--- src/rtl/ecd_row_receiver.sv ---
// Row-data receiver for the ECD master return stream: delimits rows, checks row length
// and row-ID sequence, and forwards beats downstream through a 2-entry registered skid buffer.
module ecd_row_receiver #(
    parameter int          DW        = 256,
    parameter int          ROW_BEATS = 32,
    parameter logic [31:0] SEQ_START = 32'h0000_C008
) (
    input  logic          clk,
    input  logic          reset,
    input  logic          clear,
    input  logic [DW-1:0] AXIS_RX_TDATA,
    input  logic          AXIS_RX_TVALID,
    input  logic          AXIS_RX_TLAST,
    output logic          AXIS_RX_TREADY,
    output logic [DW-1:0] AXIS_TX_TDATA,
    output logic          AXIS_TX_TVALID,
    output logic          AXIS_TX_TLAST,
    input  logic          AXIS_TX_TREADY,
    output logic          row_complete_out,
    output logic [31:0]   rows_received,
    output logic [15:0]   short_rows,
    output logic [15:0]   long_rows,
    output logic [15:0]   seq_errors,
    output logic          idle_out
);

    localparam int             BCW       = $clog2(ROW_BEATS);
    localparam logic [BCW-1:0] LAST_BEAT = BCW'(ROW_BEATS - 1);

    logic          rx_ready_reg, rx_ready_next;
    logic          tx_valid_reg, tx_valid_next;
    logic [DW-1:0] tx_data_reg, tx_data_next;
    logic          tx_last_reg, tx_last_next;
    logic          skid_valid_reg, skid_valid_next;
    logic [DW-1:0] skid_data_reg, skid_data_next;
    logic          skid_last_reg, skid_last_next;

    logic [BCW-1:0] beat_count_reg, beat_count_next;
    logic [31:0]    expected_id_reg, expected_id_next;
    logic [31:0]    rows_received_reg, rows_received_next;
    logic           row_complete_reg, row_complete_next;

    logic           accept;
    logic           row_end;
    logic           at_last_beat;
    logic [2:0]     err_inc;
    logic [2:0][15:0] err_cnt;

    assign accept       = AXIS_RX_TVALID && rx_ready_reg;
    assign at_last_beat = (beat_count_reg == LAST_BEAT);
    assign row_end      = AXIS_RX_TLAST || at_last_beat;

    // Skid buffer: the output register always holds the oldest beat; the skid register only
    // fills when a beat arrives while the output is stalled.
    always_comb begin
        tx_valid_next   = tx_valid_reg;
        tx_data_next    = tx_data_reg;
        tx_last_next    = tx_last_reg;
        skid_valid_next = skid_valid_reg;
        skid_data_next  = skid_data_reg;
        skid_last_next  = skid_last_reg;
        if (!tx_valid_reg || AXIS_TX_TREADY) begin
            if (skid_valid_reg) begin
                tx_valid_next   = 1'b1;
                tx_data_next    = skid_data_reg;
                tx_last_next    = skid_last_reg;
                skid_valid_next = accept;
                skid_data_next  = AXIS_RX_TDATA;
                skid_last_next  = row_end;
            end else begin
                tx_valid_next = accept;
                tx_data_next  = AXIS_RX_TDATA;
                tx_last_next  = row_end;
            end
        end else if (accept) begin
            skid_valid_next = 1'b1;
            skid_data_next  = AXIS_RX_TDATA;
            skid_last_next  = row_end;
        end
        rx_ready_next = !(tx_valid_next && skid_valid_next);
    end

    // Row tracking; clear wins over a same-cycle accept, which is still forwarded above.
    always_comb begin
        beat_count_next    = beat_count_reg;
        expected_id_next   = expected_id_reg;
        rows_received_next = rows_received_reg;
        row_complete_next  = 1'b0;
        err_inc            = '0;
        if (clear) begin
            beat_count_next    = '0;
            expected_id_next   = SEQ_START;
            rows_received_next = '0;
        end else if (accept) begin
            if (beat_count_reg == '0) begin
                err_inc[2]       = (AXIS_RX_TDATA[31:0] != expected_id_reg);
                expected_id_next = AXIS_RX_TDATA[31:0] + 32'd1;
            end
            if (row_end) begin
                beat_count_next    = '0;
                rows_received_next = rows_received_reg + 32'd1;
                row_complete_next  = 1'b1;
                err_inc[0]         = AXIS_RX_TLAST && !at_last_beat;
                err_inc[1]         = !AXIS_RX_TLAST && at_last_beat;
            end else begin
                beat_count_next = beat_count_reg + 1'b1;
            end
        end
    end

    always_ff @(posedge clk or posedge reset) begin
        if (reset) begin
            rx_ready_reg      <= 1'b0;
            tx_valid_reg      <= 1'b0;
            tx_data_reg       <= '0;
            tx_last_reg       <= 1'b0;
            skid_valid_reg    <= 1'b0;
            skid_data_reg     <= '0;
            skid_last_reg     <= 1'b0;
            beat_count_reg    <= '0;
            expected_id_reg   <= SEQ_START;
            rows_received_reg <= '0;
            row_complete_reg  <= 1'b0;
        end else begin
            rx_ready_reg      <= rx_ready_next;
            tx_valid_reg      <= tx_valid_next;
            tx_data_reg       <= tx_data_next;
            tx_last_reg       <= tx_last_next;
            skid_valid_reg    <= skid_valid_next;
            skid_data_reg     <= skid_data_next;
            skid_last_reg     <= skid_last_next;
            beat_count_reg    <= beat_count_next;
            expected_id_reg   <= expected_id_next;
            rows_received_reg <= rows_received_next;
            row_complete_reg  <= row_complete_next;
        end
    end

    // Saturating error counters: 0 = short rows, 1 = long rows, 2 = sequence errors.
    generate
        for (genvar gi = 0; gi < 3; gi++) begin : g_err_cnt
            logic [15:0] cnt_reg;
            always_ff @(posedge clk or posedge reset) begin
                if (reset) begin
                    cnt_reg <= '0;
                end else if (clear) begin
                    cnt_reg <= '0;
                end else if (err_inc[gi] && (cnt_reg != 16'hFFFF)) begin
                    cnt_reg <= cnt_reg + 16'd1;
                end
            end
            assign err_cnt[gi] = cnt_reg;
        end
    endgenerate

    assign AXIS_RX_TREADY   = rx_ready_reg;
    assign AXIS_TX_TDATA    = tx_data_reg;
    assign AXIS_TX_TVALID   = tx_valid_reg;
    assign AXIS_TX_TLAST    = tx_last_reg;
    assign row_complete_out = row_complete_reg;
    assign rows_received    = rows_received_reg;
    assign short_rows       = err_cnt[0];
    assign long_rows        = err_cnt[1];
    assign seq_errors       = err_cnt[2];
    assign idle_out         = !tx_valid_reg && !skid_valid_reg && (beat_count_reg == '0);

endmodule

--- config.mk ---
export PLATFORM = sky130hd
export DESIGN_NAME = ecd_row_receiver
export DESIGN_NICKNAME = d
export VERILOG_FILES = /design/src/rtl/ecd_row_receiver.sv
export SDC_FILE = /design/constraint.sdc
export NUM_CORES = 1
export LEC_CHECK = 0
export BUFFER_PORTS_ARGS = -buffer_cell sky130_fd_sc_hd__buf_4
export CORE_AREA = 2 2 233 235
export DETAILED_ROUTE_END_ITERATION = 8
export DIE_AREA = 0 0 235 237
export PLACE_DENSITY = 0.75
export SLEW_MARGIN = 10
export SYNTH_ARGS = -nofsm -noshare
export SYNTH_HDL_FRONTEND = slang
export SYNTH_SLANG_ARGS = --single-unit
--- constraint.sdc ---
create_clock -name clk -period 51.8 [get_ports clk]
set_clock_uncertainty 0.2 [all_clocks]
set_input_delay 10.36 -clock clk [delete_from_list [all_inputs] [get_ports clk]]
set_output_delay 10.36 -clock clk [all_outputs]
set_load 0.1 [all_outputs]
==> flow_summary.json, run 1 <==
{
  "outcome": "finished, final reports clean",
  "finalHoldViolations": 0,
  "dr.pass1.iters": 6,
  "synthTopCellsByCount": "dfrtp_1 (632), nand2_1 (302), o21ai_0 (278)",
  "core-area_um2": 53300,
  "placed_area_um2": 32700,
  "synth_area_um2": 27700,
  "synth_ff_type": "dfrtp_1",
  "drt-vias-per-instance": 5.50,
  "netlist_instances": 2392,
  "postSynth.asyncResetShare_pct": 100,
  "slew_viol_final": 0,
  "clock.fmax_mhz": 73.1,
  "clk_pin_slew_worst_paths_ns": 0.06,
  "root_buffer": "clkbuf_16",
  "design_area_um2": 35000,
  "cts.path.max_buffers": 3,
  "cap_violations": 0,
  "tightest_slew_ns": 1.23,
  "ant_nets": 0,
  "worst_setup_path_start_kind": "input port",
  "wl_per_cell_um": 20.4,
  "criticalPathCategory": "in2reg",
  "clk_latency_ns": 0.59,
  "hold_class": "reg2reg",
  "grt_pass1_vias": 20800,
  "avgSynthCellArea_um2": 11.6,
  "clkSinkCount": 635,
  "post-dp-hpwl_um": 52400,
  "drcViolationCount": 0,
  "final_layout_size_suffix_gt1_share_pct": 33.6,
  "rsz0062_at_grt": "no",
  "die_h_um": 237,
  "synth_top_area_cell": "dfrtp_1",
  "synth_nets": 2662,
  "num-nets-final": 3202,
  "numPortBuffers": 602,
  "period_share_pct": 26.4,
  "ctsHoldBuffers": 0,
  "synth-edff-count": 0,
  "start_util_pct": 52.0,
  "postLayoutCoreUtil_pct": 65.6,
  "arrival_ns": 13.95,
  "synth_area_leaders": "dfrtp_1 (57%), mux2_2 (11%), mux2i_1 (9.4%)",
  "synth.most_common_cell": "dfrtp_1",
  "ys_seq_elements": 635,
  "grt_antenna_before_repair": 7,
  "grt_max_degree": 272,
  "fp-row-count": 85,
  "worstPathRequired_ns": 52.06,
  "yosysWarnings": 0,
  "grt_pass1_wl_um": 118000,
  "post_cts_buffers": 0,
  "syn_to_final_growth_pct": 26.2,
  "startpoint": "AXIS_RX_TVALID",
  "first_iter_violations": 1475,
  "tns_ns": 0,
  "timing.rr.start": "skid_valid_reg$_DFF_PP0_",
  "yosys.area.top_type_share_pct": 57.1,
  "dieArea_um2": 55700,
  "cts_made_buffers": 69,
  "slew_headroom_pct": 18.0,
  "place_congestion": 0.853,
  "cts_resized": 0,
  "synth_cell_types": 44,
  "whs_ns": 0.281,
  "die_w_um": 235,
  "setup_viol": 0,
  "h-tree-depth": 3,
  "io_pins": 603,
  "overflow": 0,
  "fin_crit_ns": 13.69,
  "hp-start": "AXIS_TX_TDATA[245]$_DFFE_PP0N_",
  "crit_path_end_kind": "flop",
  "wl_um": 75300,
  "ys_seq_area_share_pct": 57.4,
  "grt_usage_pct": 26.8,
  "cts_tree": "yes",
  "vias": 20300,
  "path_max_fanout": 74
}
==> worst max-delay path, cell delays in order <==
cell,delay (ns)
buf_4,0.12
nand2_1,0.34
nor2_1,0.15
a21oi_4,0.70
buf_4,0.89
buf_4,0.78
mux2_2,0.42
==> path summary, 6_finish.rpt <==
check / slack (ns) / endpoint / cells past startpoint
hold / removal: 0.28 / AXIS_TX_TDATA[245]$_DFFE_PP0N_ / 2
setup reg to reg: 47.38 / AXIS_TX_TDATA[96]$_DFFE_PP0N_ / 5
setup / recovery: 38.11 / skid_data_reg[101]$_DFFE_PP0P_ / 7
min in group asynchronous: 9.73 / skid_data_reg[214]$_DFFE_PP0P_ / 2
hold reg to reg: 0.28 / AXIS_TX_TDATA[245]$_DFFE_PP0N_ / 2
max in group asynchronous: 39.14 / skid_valid_reg$_DFF_PP0_ / 4
==> through the flow <==
| stage | worst slack, ns | std cells |
|---|---|---|
| final | 38.11 | 3683 |
| after floorplan | 23.46 | 2392 |
| after global placement | 37.62 | 3557 |
| after CTS | 38.21 | 3678 |
| after global routing | 37.89 | 3681 |
| after detailed placement | 37.58 | 3557 |
==> metal layers <==
| metal | track usage [%] | routed length, µm | share of wire (%) | vias to the layer above |
|---|---|---|---|---|
| met5 | 0 | 41 | 0.054 | - |
| met4 | 10.4 | 2470 | 3.3 | 6 |
| met3 | 7.92 | 5700 | 7.6 | 139 |
| met2 | 44.6 | 37400 | 50 | 617 |
| met1 | 32.9 | 29600 | 39 | 10100 |
| li1 | - | - | - | 9409 |
==> area by class of cell <==
cell class | instances | area [µm²]
Fill cell | 4056 | 18300
Sequential cell | 635 | 15900
Multi-Input combinational cell | 1590 | 11200
Timing Repair Buffer | 623 | 4690
Clock buffer | 102 | 2000
Tap cell | 696 | 871
Clock inverter | 19 | 238
Inverter | 13 | 56.3
Antenna cell | 5 | 12.5
==> placed cells by master (no fill, tap or decap), drive strengths merged, types with 29 or more instances in the layout <==
cell,instances
nand2,302
xnor2,29
dfrtp,632
clkbuf,102
xor2,73
mux2i,259
a21oi,34
buf,623
o21ai,278
nor2,121
nand3,38
mux2,264
nand4,29
==> cells by family after synthesis <==
group	count (synthesis)	synth area share, %
adders and majority gates	8	0.361
DFF	635	57.4
AOI/OAI and AO/OA	358	6.96
buffers and inverters	167	2.29
muxes	523	20.1
and+or+nand+nor	599	9.69
xor gates and xnor gates	102	3.23
Power of run 1 is left out: the tool's default activity adds up to more than one toggle a clock period on the data nets, which glitch-free logic cannot reach.
==> run 2: changes to the inputs <==
- CORE_AREA: 2 2 233 235 -> 2 2 235 237
- DIE_AREA: 0 0 235 237 -> 0 0 237 239
- PLACE_DENSITY: 0.75 -> 0.74
- clock period: 51.8 -> 13.6 ns (I/O delays scaled with it)
==> flow_summary.json, run 2 (synthesis results as in run 1) <==
{
  "fp-row-count": 86,
  "post_cts_buffers": 0,
  "place_congestion": 0.850,
  "worstPathRequired_ns": 13.87,
  "busiest_layer": "met2",
  "dr.pass1.iters": 5,
  "setup_viol": 0,
  "rsz0062_at_grt": "no",
  "grtUsageMet2_pct": 42.9,
  "grt_usage_pct": 26.5,
  "drt-vias-per-instance": 5.47,
  "outcome": "finished, final reports clean",
  "wl_um": 75300,
  "fin_crit_ns": 5.75,
  "critPathBufInv": 3,
  "worst_setup_path_start_kind": "input port",
  "slew_viol_final": 0,
  "startpoint": "AXIS_RX_TVALID",
  "finalHoldViolations": 0,
  "cts_tree": "yes",
  "mostFrequentLayoutCells": "dfrtp_1 (631), buf_4 (619), nand2_1 (302)",
  "core-area_um2": 54300,
  "fillers": 4161,
  "h-tree-depth": 3,
  "period_share_pct": 42.3,
  "timing.rr.start": "skid_valid_reg$_DFF_PP0_",
  "first_iter_violations": 1240,
  "met3_usage_pct": 8.94,
  "tns_ns": 0,
  "overflow": 0,
  "die_w_um": 237,
  "clock.fmax_mhz": 174,
  "syn_to_final_growth_pct": 26.4,
  "io_pins": 603,
  "critPathTopFamily": "buffers and inverters",
  "grt_max_degree": 298,
  "tightest_slew_ns": 1.38,
  "cap_violations": 0,
  "slew_headroom_pct": 7.79,
  "start_util_pct": 51.0,
  "crit_cells": 7,
  "hold_class": "reg2reg",
  "num-nets-final": 3201,
  "ctsHoldBuffers": 0,
  "critPathMaxStageDelay_ns": 0.92,
  "r2r_end": "skid_data_reg[143]$_DFFE_PP0P_",
  "cpMaxStageDelayCell": "buf_4",
  "grt_pass1_wl_um": 118000,
  "grt_antenna_before_repair": 11,
  "clkSinkCount": 635,
  "dieArea_um2": 56600,
  "clk_latency_ns": 0.61,
  "path_max_fanout": 73,
  "cts.path.max_buffers": 3,
  "post-dp-hpwl_um": 52600,
  "cp_common_cell": "buf_4",
  "vias": 20200,
  "cts_made_buffers": 69,
  "die_h_um": 239,
  "numPortBuffers": 602,
  "clk_pin_slew_worst_paths_ns": 0.06,
  "ant_nets": 0,
  "grt_pass1_vias": 21100,
  "crit_path_end_kind": "flop",
  "wl_per_cell_um": 20.4,
  "arrival_ns": 6.03,
  "final_layout_size_suffix_gt1_share_pct": 33.6,
  "criticalPathCategory": "in2reg",
  "r2r_slack_ns": 9.58,
  "cts_resized": 0,
  "r2r_cells": 4,
  "critPathCapture": "skid_data_reg[143]$_DFFE_PP0P_",
  "final_common_cell": "dfrtp_1",
  "path_cells": "buf_4 -> nand2_1 -> nor2_1 -> a21oi_4 -> buf_4 -> buf_4 -> mux2_2",
  "root_buffer": "clkbuf_16",
  "drcViolationCount": 0,
  "met1_usage_pct": 31.9
}
[run 2: worst min path at each step]
| stage | from | endpoint | slack (ns) | cells past startpoint |
|---|---|---|---|---|
| after floorplan | skid_data_reg[24]$_DFFE_PP0P_ | skid_data_reg[24]$_DFFE_PP0P_ | 0.25 | 2 |
| after global placement | AXIS_TX_TDATA[41]$_DFFE_PP0N_ | AXIS_TX_TDATA[41]$_DFFE_PP0N_ | 0.26 | 2 |
| after detailed placement | AXIS_TX_TDATA[252]$_DFFE_PP0N_ | AXIS_TX_TDATA[252]$_DFFE_PP0N_ | 0.27 | 2 |
| after CTS | AXIS_TX_TDATA[244]$_DFFE_PP0N_ | AXIS_TX_TDATA[244]$_DFFE_PP0N_ | 0.28 | 2 |
| after global routing | AXIS_TX_TDATA[99]$_DFFE_PP0N_ | AXIS_TX_TDATA[99]$_DFFE_PP0N_ | 0.30 | 2 |
| final | AXIS_TX_TDATA[247]$_DFFE_PP0N_ | AXIS_TX_TDATA[247]$_DFFE_PP0N_ | 0.28 | 2 |
[run 2: routing by layer]
layer	wire, µm	share of wire (%)
met1	29500	39
met2	36400	48
met3	6230	8.3
met4	3150	4.2
met5	57	0.076
[run 2: per-stage QoR]
step	cells	hold slack, ns	instance area (µm²)	utilization [%]	setup WS, ns
after floorplan	2392	0.250	27700	-	2.01
after global placement	3564	0.264	32700	60.2	7.33
after detailed placement	3564	0.271	32700	60.2	7.26
after CTS	3685	0.284	35000	64.4	7.90
after global routing	3692	0.298	35000	64.5	7.69
final	3692	0.278	35000	64.5	7.85
[run 2: tightest hold or removal path: stages (launching register included)]
cell and delay, ns:
dfrtp_1 0.34, nand2_1 0.04, o21ai_0 0.06
[run 2: cell type report]
type,count,area (µm²),area share (%)
antenna,7,17.5,0.0500
tap,704,881,2.52
multi-input combinational,1590,11200,32.0
sequential,635,15900,45.4
clock buffer,105,2090,5.96
inverter,13,52.6,0.150
timing repair buffer,622,4710,13.4
clock inverter,16,181,0.518
Power of run 2 is left out for the same reason.
